## config.mk

```make
export PLATFORM = sky130hd
export DESIGN_NAME = pc_fetch_sequencer
export DESIGN_NICKNAME = d
export VERILOG_FILES = /design/src/rtl/pc_fetch_sequencer.sv
export SDC_FILE = /design/constraint.sdc
export NUM_CORES = 1
export LEC_CHECK = 0
export BUFFER_PORTS_ARGS = -buffer_cell sky130_fd_sc_hd__buf_2
export CAP_MARGIN = 20
export CORE_MARGIN = 2
export CORE_UTILIZATION = 49
export CTS_BUF_LIST = sky130_fd_sc_hd__clkbuf_8
export DETAILED_ROUTE_END_ITERATION = 10
export PLACE_DENSITY = 0.84
export SLEW_MARGIN = 20
export SYNTH_ARGS = -nofsm -noshare
export SYNTH_HDL_FRONTEND = slang
export SYNTH_SLANG_ARGS = --single-unit
```

## constraint.sdc

```tcl
create_clock -name clk -period 6.3 [get_ports clk]
set_input_delay 0.315 -clock clk [delete_from_list [all_inputs] [get_ports clk]]
set_output_delay 0.315 -clock clk [all_outputs]
set_load 0.01 [all_outputs]
```

## src/rtl/pc_fetch_sequencer.sv

```systemverilog
// -----------------------------------------------------------------------------
// pc_fetch_sequencer
//
// Owns the architectural PC. Fetches one word at a time from instruction
// memory over a req/ready + rvalid handshake, then holds the fetched word
// for the core until it is accepted with instr_ready. On acceptance the next
// PC is chosen from PC+4, PCTarget or ALUResult (bit0 cleared). A misaligned
// target parks the sequencer in a sticky trap state that only rst_n leaves.
//
// Optional feature: define FETCH_COUNT_EN to add the fetch_count output,
// which counts successful (non-trapping) advances.
//
// Ports:
//   clk, rst_n              rising-edge clock, async active-low reset
//   PCSrc                   next-PC select, sampled only on advance
//   PCTarget, ALUResult     branch/jal target and jalr target
//   instr_ready             core accepts the held instruction
//   imem_req, imem_addr     fetch request and address (equals PC)
//   imem_ready              memory accepts the request
//   imem_rvalid, imem_rdata read data return
//   instr_valid, Instr      held instruction and its valid flag
//   PC, PCPlus4             address of Instr and that address + 4
//   misalign_trap, trap_addr sticky trap flag and the rejected target
//   fetch_count             (FETCH_COUNT_EN only) successful advance count
// -----------------------------------------------------------------------------
module pc_fetch_sequencer #(
    parameter int                ADDR_W   = 32,
    parameter logic [ADDR_W-1:0] RESET_PC = {ADDR_W{1'b0}}
) (
    input  logic              clk,
    input  logic              rst_n,
    input  logic [1:0]        PCSrc,
    input  logic [ADDR_W-1:0] PCTarget,
    input  logic [ADDR_W-1:0] ALUResult,
    input  logic              instr_ready,
    output logic              imem_req,
    output logic [ADDR_W-1:0] imem_addr,
    input  logic              imem_ready,
    input  logic              imem_rvalid,
    input  logic [31:0]       imem_rdata,
    output logic              instr_valid,
    output logic [31:0]       Instr,
    output logic [ADDR_W-1:0] PC,
    output logic [ADDR_W-1:0] PCPlus4,
    output logic              misalign_trap,
    output logic [ADDR_W-1:0] trap_addr
`ifdef FETCH_COUNT_EN
    ,
    output logic [31:0]       fetch_count
`endif
);

    localparam logic [ADDR_W-1:0] PC_STEP = ADDR_W'(3'd4);

    typedef enum logic [2:0] {
        ST_IDLE = 3'd0,
        ST_REQ  = 3'd1,
        ST_RESP = 3'd2,
        ST_HOLD = 3'd3,
        ST_TRAP = 3'd4
    } state_t;

    state_t            state_r;
    logic [ADDR_W-1:0] pc_r;
    logic [ADDR_W-1:0] pc_plus4_r;
    logic [31:0]       instr_r;
    logic              imem_req_r;
    logic              instr_valid_r;
    logic              misalign_trap_r;
    logic [ADDR_W-1:0] trap_addr_r;
`ifdef FETCH_COUNT_EN
    logic [31:0]       fetch_count_r;
`endif

    logic [ADDR_W-1:0] next_pc_s;
    logic              misalign_s;

    // Candidate next PC for the advance cycle; PC+4 for 00 and 11.
    function automatic logic [ADDR_W-1:0] select_next_pc(
        input logic [1:0]        src,
        input logic [ADDR_W-1:0] seq_pc,
        input logic [ADDR_W-1:0] tgt,
        input logic [ADDR_W-1:0] alu
    );
        logic [ADDR_W-1:0] res;
        case (src)
            2'b01:   res = tgt;
            2'b10:   res = {alu[ADDR_W-1:1], 1'b0};
            default: res = seq_pc;
        endcase
        return res;
    endfunction

    // Misalignment of the selected target; jalr has bit0 cleared so only
    // bit1 can make it misaligned, and the sequential path never can.
    function automatic logic target_misaligned(
        input logic [1:0]        src,
        input logic [ADDR_W-1:0] tgt,
        input logic [ADDR_W-1:0] alu
    );
        logic res;
        case (src)
            2'b01:   res = (tgt[1:0] != 2'b00);
            2'b10:   res = alu[1];
            default: res = 1'b0;
        endcase
        return res;
    endfunction

    // Next-PC selection and alignment check, consumed only on advance.
    always_comb begin
        next_pc_s  = select_next_pc(PCSrc, pc_plus4_r, PCTarget, ALUResult);
        misalign_s = target_misaligned(PCSrc, PCTarget, ALUResult);
    end

    // Fetch FSM with all outputs registered.
    always_ff @(posedge clk or negedge rst_n) begin
        if (!rst_n) begin
            state_r         <= ST_IDLE;
            pc_r            <= RESET_PC;
            pc_plus4_r      <= RESET_PC + PC_STEP;
            instr_r         <= 32'h0000_0000;
            imem_req_r      <= 1'b0;
            instr_valid_r   <= 1'b0;
            misalign_trap_r <= 1'b0;
            trap_addr_r     <= {ADDR_W{1'b0}};
`ifdef FETCH_COUNT_EN
            fetch_count_r   <= 32'h0000_0000;
`endif
        end else begin
            case (state_r)
                ST_IDLE: begin
                    state_r    <= ST_REQ;
                    imem_req_r <= 1'b1;
                end
                ST_REQ: begin
                    // Request stays asserted with a stable address until taken.
                    if (imem_req_r && imem_ready) begin
                        state_r    <= ST_RESP;
                        imem_req_r <= 1'b0;
                    end else begin
                        imem_req_r <= 1'b1;
                    end
                end
                ST_RESP: begin
                    if (imem_rvalid) begin
                        instr_r       <= imem_rdata;
                        instr_valid_r <= 1'b1;
                        state_r       <= ST_HOLD;
                    end else begin
                        instr_valid_r <= 1'b0;
                    end
                end
                ST_HOLD: begin
                    if (instr_ready) begin
                        instr_valid_r <= 1'b0;
                        if (misalign_s) begin
                            // Trap wins over the PC update; PC keeps its value.
                            misalign_trap_r <= 1'b1;
                            trap_addr_r     <= next_pc_s;
                            state_r         <= ST_TRAP;
                        end else begin
                            pc_r       <= next_pc_s;
                            pc_plus4_r <= next_pc_s + PC_STEP;
                            imem_req_r <= 1'b1;
                            state_r    <= ST_REQ;
`ifdef FETCH_COUNT_EN
                            fetch_count_r <= fetch_count_r + 32'd1;
`endif
                        end
                    end else begin
                        instr_valid_r <= 1'b1;
                    end
                end
                ST_TRAP: begin
                    // Terminal until rst_n.
                    imem_req_r      <= 1'b0;
                    instr_valid_r   <= 1'b0;
                    misalign_trap_r <= 1'b1;
                end
                default: begin
                    state_r       <= ST_IDLE;
                    imem_req_r    <= 1'b0;
                    instr_valid_r <= 1'b0;
                end
            endcase
        end
    end

    assign imem_req      = imem_req_r;
    assign imem_addr     = pc_r;
    assign instr_valid   = instr_valid_r;
    assign Instr         = instr_r;
    assign PC            = pc_r;
    assign PCPlus4       = pc_plus4_r;
    assign misalign_trap = misalign_trap_r;
    assign trap_addr     = trap_addr_r;
`ifdef FETCH_COUNT_EN
    assign fetch_count   = fetch_count_r;
`endif

endmodule

```

==> flow_metrics.env, run 1 <==
export IMPL_maxCapViolCount=0
export IMPL_max_stage_delay_ns=0.67
export IMPL_min_path_cells=2
export IMPL_die_x_um=119.9
export IMPL_grt_pass1_wl_um=28930
export IMPL_fin_area_sq_um=8182
export IMPL_ant_nets=0
export IMPL_grt_pass1_vias=5601
export IMPL_status="complete, no violations"
export IMPL_slew_headroom_pct=35.62
export IMPL_synth_area_leaders="dfrtp_1, mux2_2, nand2_1, o21ai_0, buf_4"
export IMPL_p_leak_nw=4.121
export IMPL_fmax_mhz=299.4
export IMPL_synth_top_area_share_pct=49.85
export IMPL_core_area_sq_um=13190
export IMPL_drt_total_wl_um=18340
export IMPL_period_share_pct=53.02
export IMPL_r2r_slack_ns=3.25
export IMPL_crit_slowest_cell="ha_2"
export IMPL_syn_nets=751
export IMPL_max_vdd_ir_drop_mv=0.2701
export IMPL_min_period_ns=3.340
export IMPL_fp_row_count=42
export IMPL_rr_startpoint="state_r[0]"
export IMPL_synth_edf_count=0
export IMPL_power_density_nw_per_um2=471.0
export IMPL_holdCritStartpoint="imem_rdata[10]"
export IMPL_dieArea_sq_um=14360
export IMPL_clock_sinks=132
export IMPL_rsz0062_at_grt="false"
export IMPL_cts_path_max_buffers=2
export IMPL_critPathMostFrequentCell="inv_1"
export IMPL_path_cells="buf_2 > inv_1 > ha_2 > a221oi_1 > or2_2 > inv_1 > ha_1 > nor3b_1 > nand4_2 > nor3_4 > mux2_2 > nand3b_1"
export IMPL_synthCells=645
export IMPL_register_area_sq_um=3304
export IMPL_grt_max_degree=103
export IMPL_yosysSeqAreaShare_pct=50.25
export IMPL_synthMuxAreaShare_pct=7.154
export IMPL_synth_top_family_by_area="simple AND/OR/NAND/NOR gates"
export IMPL_slew_violations=0
export IMPL_insertion_delay_ns=0.44
export IMPL_required_ns=6.68
export IMPL_async_flop_share_pct=100.0
export IMPL_clock_skew_ns=0.01085
export IMPL_grt_overflow=0
export IMPL_fill_cells=1078
export IMPL_grt_usage_pct=26.21
export IMPL_via_count=5622
export IMPL_path_clk_slew_ns=0.08
export IMPL_worstSetupPathType="in -> reg"
export IMPL_die_h_um=119.9
export IMPL_power_w=0.003853
export IMPL_cts_root_buffer="clkbuf_8"
export IMPL_hpwlAfterDp_um=13130
export IMPL_r2r_end="PCPlus4[26]"
export IMPL_end_kind="flop"
export IMPL_nets=966
export IMPL_vias_per_cell=5.359
export IMPL_antenna_found_initial=0
export IMPL_ys_types=53
export IMPL_finalSetupViolations=0
export IMPL_synth_adder_area_share_pct=0.5708
export IMPL_placedInstanceArea_sq_um=7717
export IMPL_start_kind="input port"
export IMPL_gp_congestion=0.7717
export IMPL_multiInputGateArea_sq_um=2799
export IMPL_utilization_pct=62.03
export IMPL_yosysTopAreaCell="dfrtp_1"
export IMPL_cts_tree="done"
export IMPL_path_max_fanout=31
export IMPL_cp_data_arrival_time_ns=3.72
export IMPL_ioPinCount=266
export IMPL_drc=0
export IMPL_cts_buffers=17
export IMPL_tns_ns=0
export IMPL_hold_viol=0
export IMPL_drt_pre_antenna_iters=5
export IMPL_yosys_area_share_simple_pct=18.09
export IMPL_reg2reg_depth=6
export IMPL_synthXorXnorAreaFrac_pct=2.930
export IMPL_worst_pin_slew_ns=0.9636
export IMPL_yosys_most_used_dff="dfrtp_1"
export IMPL_yosys_warnings=0
export IMPL_min_to="Instr[10]"
export IMPL_final_layout_size_suffix_gt1_share_pct=43.64
export IMPL_syn2layout_area_growth_pct=24.41
export IMPL_start_util_pct=49.86
export IMPL_syn_area_sq_um=6576
export IMPL_holdCritPathClass="in -> reg"
export IMPL_dr_first_iter_drc_count=458
export IMPL_avgSynthCellArea_sq_um=10.20
export IMPL_synth_compound_area_share_pct=13.45
export IMPL_port_buffers=264
export IMPL_wl_per_cell_um=17.49
export IMPL_n_antenna_cell=0
export IMPL_h_tree_depth=4
export IMPL_ys_ff_latch=132
export IMPL_cts_resized=0
placed cells by master (no fill, tap or decap), types with 4 or more instances in the layout:
master / n
nor4_1: 12
nor2b_1: 15
a22oi_1: 8
nor2_1: 23
or2_2: 15
a221o_1: 6
buf_4: 6
xor2_1: 15
bufinv_16: 4
nand2_1: 115
inv_1: 7
a21oi_1: 7
xnor2_1: 7
dfrtp_1: 131
mux2_2: 40
o21ai_1: 20
a31oi_1: 5
buf_2: 263
nand4_1: 4
clkinvlp_4: 5
o21ai_0: 60
a221oi_1: 15
a21o_1: 4
clkbuf_8: 18
nand3_1: 5
worst max-delay path by stage:
| stage | startpoint | to | slack, ns |
|---|---|---|---|
| detailed placement | PCSrc[0] | PCPlus4[30] | 2.50 |
| global route | PCSrc[0] | PCPlus4[30] | 2.75 |
| global placement | PCSrc[0] | PCPlus4[30] | 2.55 |
| floorplan | PCSrc[0] | PCPlus4[30] | 3.51 |
| finish | PCSrc[0] | PCPlus4[30] | 2.96 |
| CTS | PCSrc[0] | PCPlus4[30] | 2.95 |
worst max-delay path, delay by kind of cell:
kind | cells | cell delay (ns)
buf+inv | 3 | 0.25
simple gates | 5 | 1.65
compound gates | 1 | 0.19
mux | 1 | 0.38
fa+ha+maj | 2 | 0.90
per-layer routing:
| layer | wire length, um | GRT usage [%] | share of wire, % | vias up |
|---|---|---|---|---|
| met2 | 9103 | 44.75 | 50 | 282 |
| met1 | 7440 | 32.43 | 41 | 2660 |
| li1 | - | - | - | 2659 |
| met3 | 1551 | 7.462 | 8.5 | 21 |
| met5 | 0 | 0 | 0 | - |
| met4 | 248 | 7.721 | 1.4 | 0 |
timing repair:
item,CTS,global route
hold endpoints to repair,56,0
buffers inserted,0,0
hold buffers,1,0
registers in the layout, indices dropped and copies added, names as in the netlist:
name / flops
PCPlus4: 30
imem_req: 1
Instr: 32
trap_addr: 32
instr_valid: 1
misalign_trap: 1
state_r: 3
PC: 32
layout make-up:
type | count | area share (%)
Clock buffer | 18 | 3.028
Sequential cell | 132 | 40.39
Multi-Input combinational cell | 431 | 34.21
Timing Repair Buffer | 271 | 16.90
Inverter | 7 | 0.3211
Clock inverter | 14 | 2.462
Tap cell | 176 | 2.692
cells by family (layout without fill, tap and decap cells):
kind of cell | count (synthesis) | in the layout
muxes | 42 | 42
xor gates and xnor gates | 22 | 22
AOI/OAI and AO/OA | 140 | 140
and+or+nand+nor | 224 | 224
DFF | 132 | 132
adders and majority gates | 3 | 3
buffers and inverters | 82 | 310
stage by stage:
step	hold WS, ns	cells	setup slack [ns]
CTS	0.07354	1049	2.949
floorplan	0.01941	645	3.514
finish	0.1041	1049	2.960
global placement	0.3036	1016	2.552
detailed placement	0.3016	1016	2.496
global route	0.07114	1049	2.754
power by group:
part | switching (W) | internal (W)
clock network | 0.000353 | 0.000446
logic | 0.000872 | 0.000672
registers | 0.000273 | 0.00124
total | 0.00150 | 0.00236
synth_stat cells, types with 4 or more instances:
cell type / n
a21o_1: 4
a21oi_1: 7
a221o_1: 6
a221oi_1: 15
a22oi_1: 8
a31oi_1: 5
buf_2: 4
buf_4: 37
buf_6: 6
clkbuf_1: 27
dfrtp_1: 131
inv_1: 7
mux2_2: 40
nand2_1: 117
nand3_1: 5
nand4_1: 4
nor2_1: 23
nor2b_1: 15
nor4_1: 12
o21ai_0: 60
o21ai_1: 20
or2_2: 15
xnor2_1: 7
xor2_1: 15
No activity file was read; power rests on OpenSTA's default activity.
==> inputs of run 2 (changes only) <==
Clock period 6.3 ns to 3.5 ns, I/O delays scaled along.
==> run 2 against run 1 <==
  * Die area did not move
  * Clock skew grew 0.0065 ns
  * Critical path type is now reg -> reg
  * Largest cell class unchanged
  * Global-route usage is 1.2 points higher
==> flow_metrics.env, run 2 (synthesis results as in run 1) <==
export IMPL_status="complete, no violations"
export IMPL_worstSetupPathType="reg -> reg"
export IMPL_cp_data_arrival_time_ns=3.34
export IMPL_max_vdd_ir_drop_mv=0.4552
export IMPL_gp_congestion=0.8086
export IMPL_cts_path_max_buffers=2
export IMPL_drc=0
export IMPL_p_int_w=0.004265
export IMPL_grt_usage_pct=27.36
export IMPL_cts_resized=0
export IMPL_cts_root_buffer="clkbuf_8"
export IMPL_rr_startpoint="PCPlus4[2]"
export IMPL_grt_overflow=0
export IMPL_reg2reg_depth=9
export IMPL_final_common_cell="buf_2"
export IMPL_wl_per_cell_um=17.51
export IMPL_min_path_cells=3
export IMPL_ioPinCount=266
export IMPL_slew_headroom_pct=33.89
export IMPL_min_period_ns=2.934
export IMPL_sw_frac_of_total_pct=38.96
export IMPL_clock_sinks=132
export IMPL_via_count=5844
export IMPL_post_cts_buffers=0
export IMPL_p_comb_share_pct=40.7
export IMPL_start_kind="flop"
export IMPL_path_clk_slew_ns=0.09
export IMPL_die_h_um=119.9
export IMPL_rsz0062_at_grt="false"
export IMPL_slew_violations=0
export IMPL_hold_viol=0
export IMPL_antenna_found_initial=3
export IMPL_power_density_nw_per_um2=816.9
export IMPL_end_kind="flop"
export IMPL_h_tree_depth=4
export IMPL_path_max_fanout=8
export IMPL_min_to="instr_valid"
export IMPL_drt_pre_antenna_iters=5
export IMPL_path_cells="nor2b_1 > or2_2 > inv_1 > ha_1 > nor3b_1 > nand4_2 > nor3_4 > mux2_2 > nand3b_1"
export IMPL_finalSetupViolations=0
export IMPL_die_x_um=119.9
export IMPL_clockPowerShare_pct=20.4
export IMPL_switching_power_w=0.002722
export IMPL_fmax_mhz=340.9
export IMPL_startpoint="PCPlus4[2]"
export IMPL_cts_buffers=17
export IMPL_grt_pass1_wl_um=30020
export IMPL_holdCritStartpoint="imem_rvalid"
export IMPL_fin_hold_ws_ns=0.06517
export IMPL_maxCapViolCount=0
export IMPL_clock_skew_ns=0.01733
export IMPL_fill_cells=1046
export IMPL_dr_first_iter_drc_count=306
export IMPL_final_cell_mix="buf_2, dfrtp_1, nand2_1"
export IMPL_vias_per_cell=5.366
export IMPL_grt_max_degree=111
export IMPL_max_stage_delay_ns=0.55
export IMPL_ant_nets=0
export IMPL_p_leak_nw=4.286
export IMPL_cts_tree="done"
export IMPL_nets=1005
export IMPL_r2r_end="PCPlus4[30]"
export IMPL_power_w=0.006988
export IMPL_core_area_sq_um=13190
export IMPL_insertion_delay_ns=0.47
export IMPL_grt_pass1_vias=5829
export IMPL_crit_slowest_cell="dfstp_2"
export IMPL_dieArea_sq_um=14360
export IMPL_start_util_pct=49.86
export IMPL_port_buffers=264
export IMPL_worst_pin_slew_ns=0.9916
export IMPL_tns_ns=0
export IMPL_r2r_slack_ns=0.57
export IMPL_p_seq_share_pct=38.8
export IMPL_hpwlAfterDp_um=13570
export IMPL_required_ns=3.91
export IMPL_final_layout_size_suffix_gt1_share_pct=42.54
export IMPL_fp_row_count=42
export IMPL_syn2layout_area_growth_pct=30.08
export IMPL_period_share_pct=83.82
export IMPL_drt_total_wl_um=19070
export IMPL_holdCritPathClass="in -> reg"
run 2: cell count changes in the layout (fill, tap and decap cells not counted):
cell	previous run	this run
dlygate4sd3_1	1	33
clkinv_4	2	3
clkinvlp_4	5	3
buf_4	6	12
clkinv_2	0	2
clkbuf_8	18	17
nand2_4	2	1
buf_12	0	1
nand2_2	0	1
diode_2	0	1
run 2: power by group through the flow:
stage | Clock (W) | Combinational [W] | Sequential (W)
CTS | 0.00145 | 0.00286 | 0.00271
global route | 0.00153 | 0.00315 | 0.00279
detailed placement | 0 | 0.00282 | 0.00272
global placement | 0 | 0.00276 | 0.00270
finish | 0.00143 | 0.00285 | 0.00271
floorplan | 0 | 0.00149 | 0.00299
run 2: area by class of cell:
cell class              instances  area (sq um)  share of cell area (%)
diodes                          1         2.502                 0.02925
clock inverters                15         205.2                   2.399
repair buffers                310          1768                   20.67
clock buffers                  17         234.0                   2.735
multi-input cells             431          2794                   32.66
flip-flops and latches        132          3304                   38.63
inverters                       7         26.28                  0.3072
well taps                     176         220.2                   2.574
run 2: critical path, delay by kind of cell, from the launching register on:
kind / cells / cell delay (ns)
flip-flops: 1 / 0.55
multiplexers: 1 / 0.38
adder cells (fa/ha/maj): 1 / 0.20
buffers and inverters: 1 / 0.10
AND/OR/NAND/NOR: 6 / 1.65
run 2: how the worst max path moves through the flow:
stage / cells past startpoint / end / slack, ns
floorplan: 12 / PCPlus4[30] / 0.85
global placement: 12 / PCPlus4[30] / 0.43
detailed placement: 12 / PCPlus4[30] / 0.37
CTS: 9 / PCPlus4[30] / 0.60
global route: 9 / PCPlus4[30] / 0.42
finish: 9 / PCPlus4[30] / 0.57
run 2: per-layer routing:
layer / wire length (um) / part of all wire [%] / GRT usage [%]
met1: 7560 / 40 / 32.38
met2: 9117 / 48 / 45.11
met3: 1825 / 9.6 / 10.27
met4: 549 / 2.9 / 10.96
met5: 21 / 0.11 / 0
run 2: what timing repair did:
| item | in CTS | in global routing |
|---|---|---|
| hold buffers | 33 | 0 |
| endpoints found under the hold margin | 140 | 0 |
| setup endpoints to repair | 0 | 0 |
run 2: through the flow:
step	instance area (sq um)	utilization, %	setup WS, ns	instances
6_report	8554	64.85	0.5663	1089
5_1_grt	8552	64.84	0.4221	1088
4_1_cts	8552	64.84	0.5960	1088
3_5_place_dp	7782	59.00	0.3736	1023
3_3_place_gp	7782	59.00	0.4286	1023
2_1_floorplan	6576	-	0.8540	645
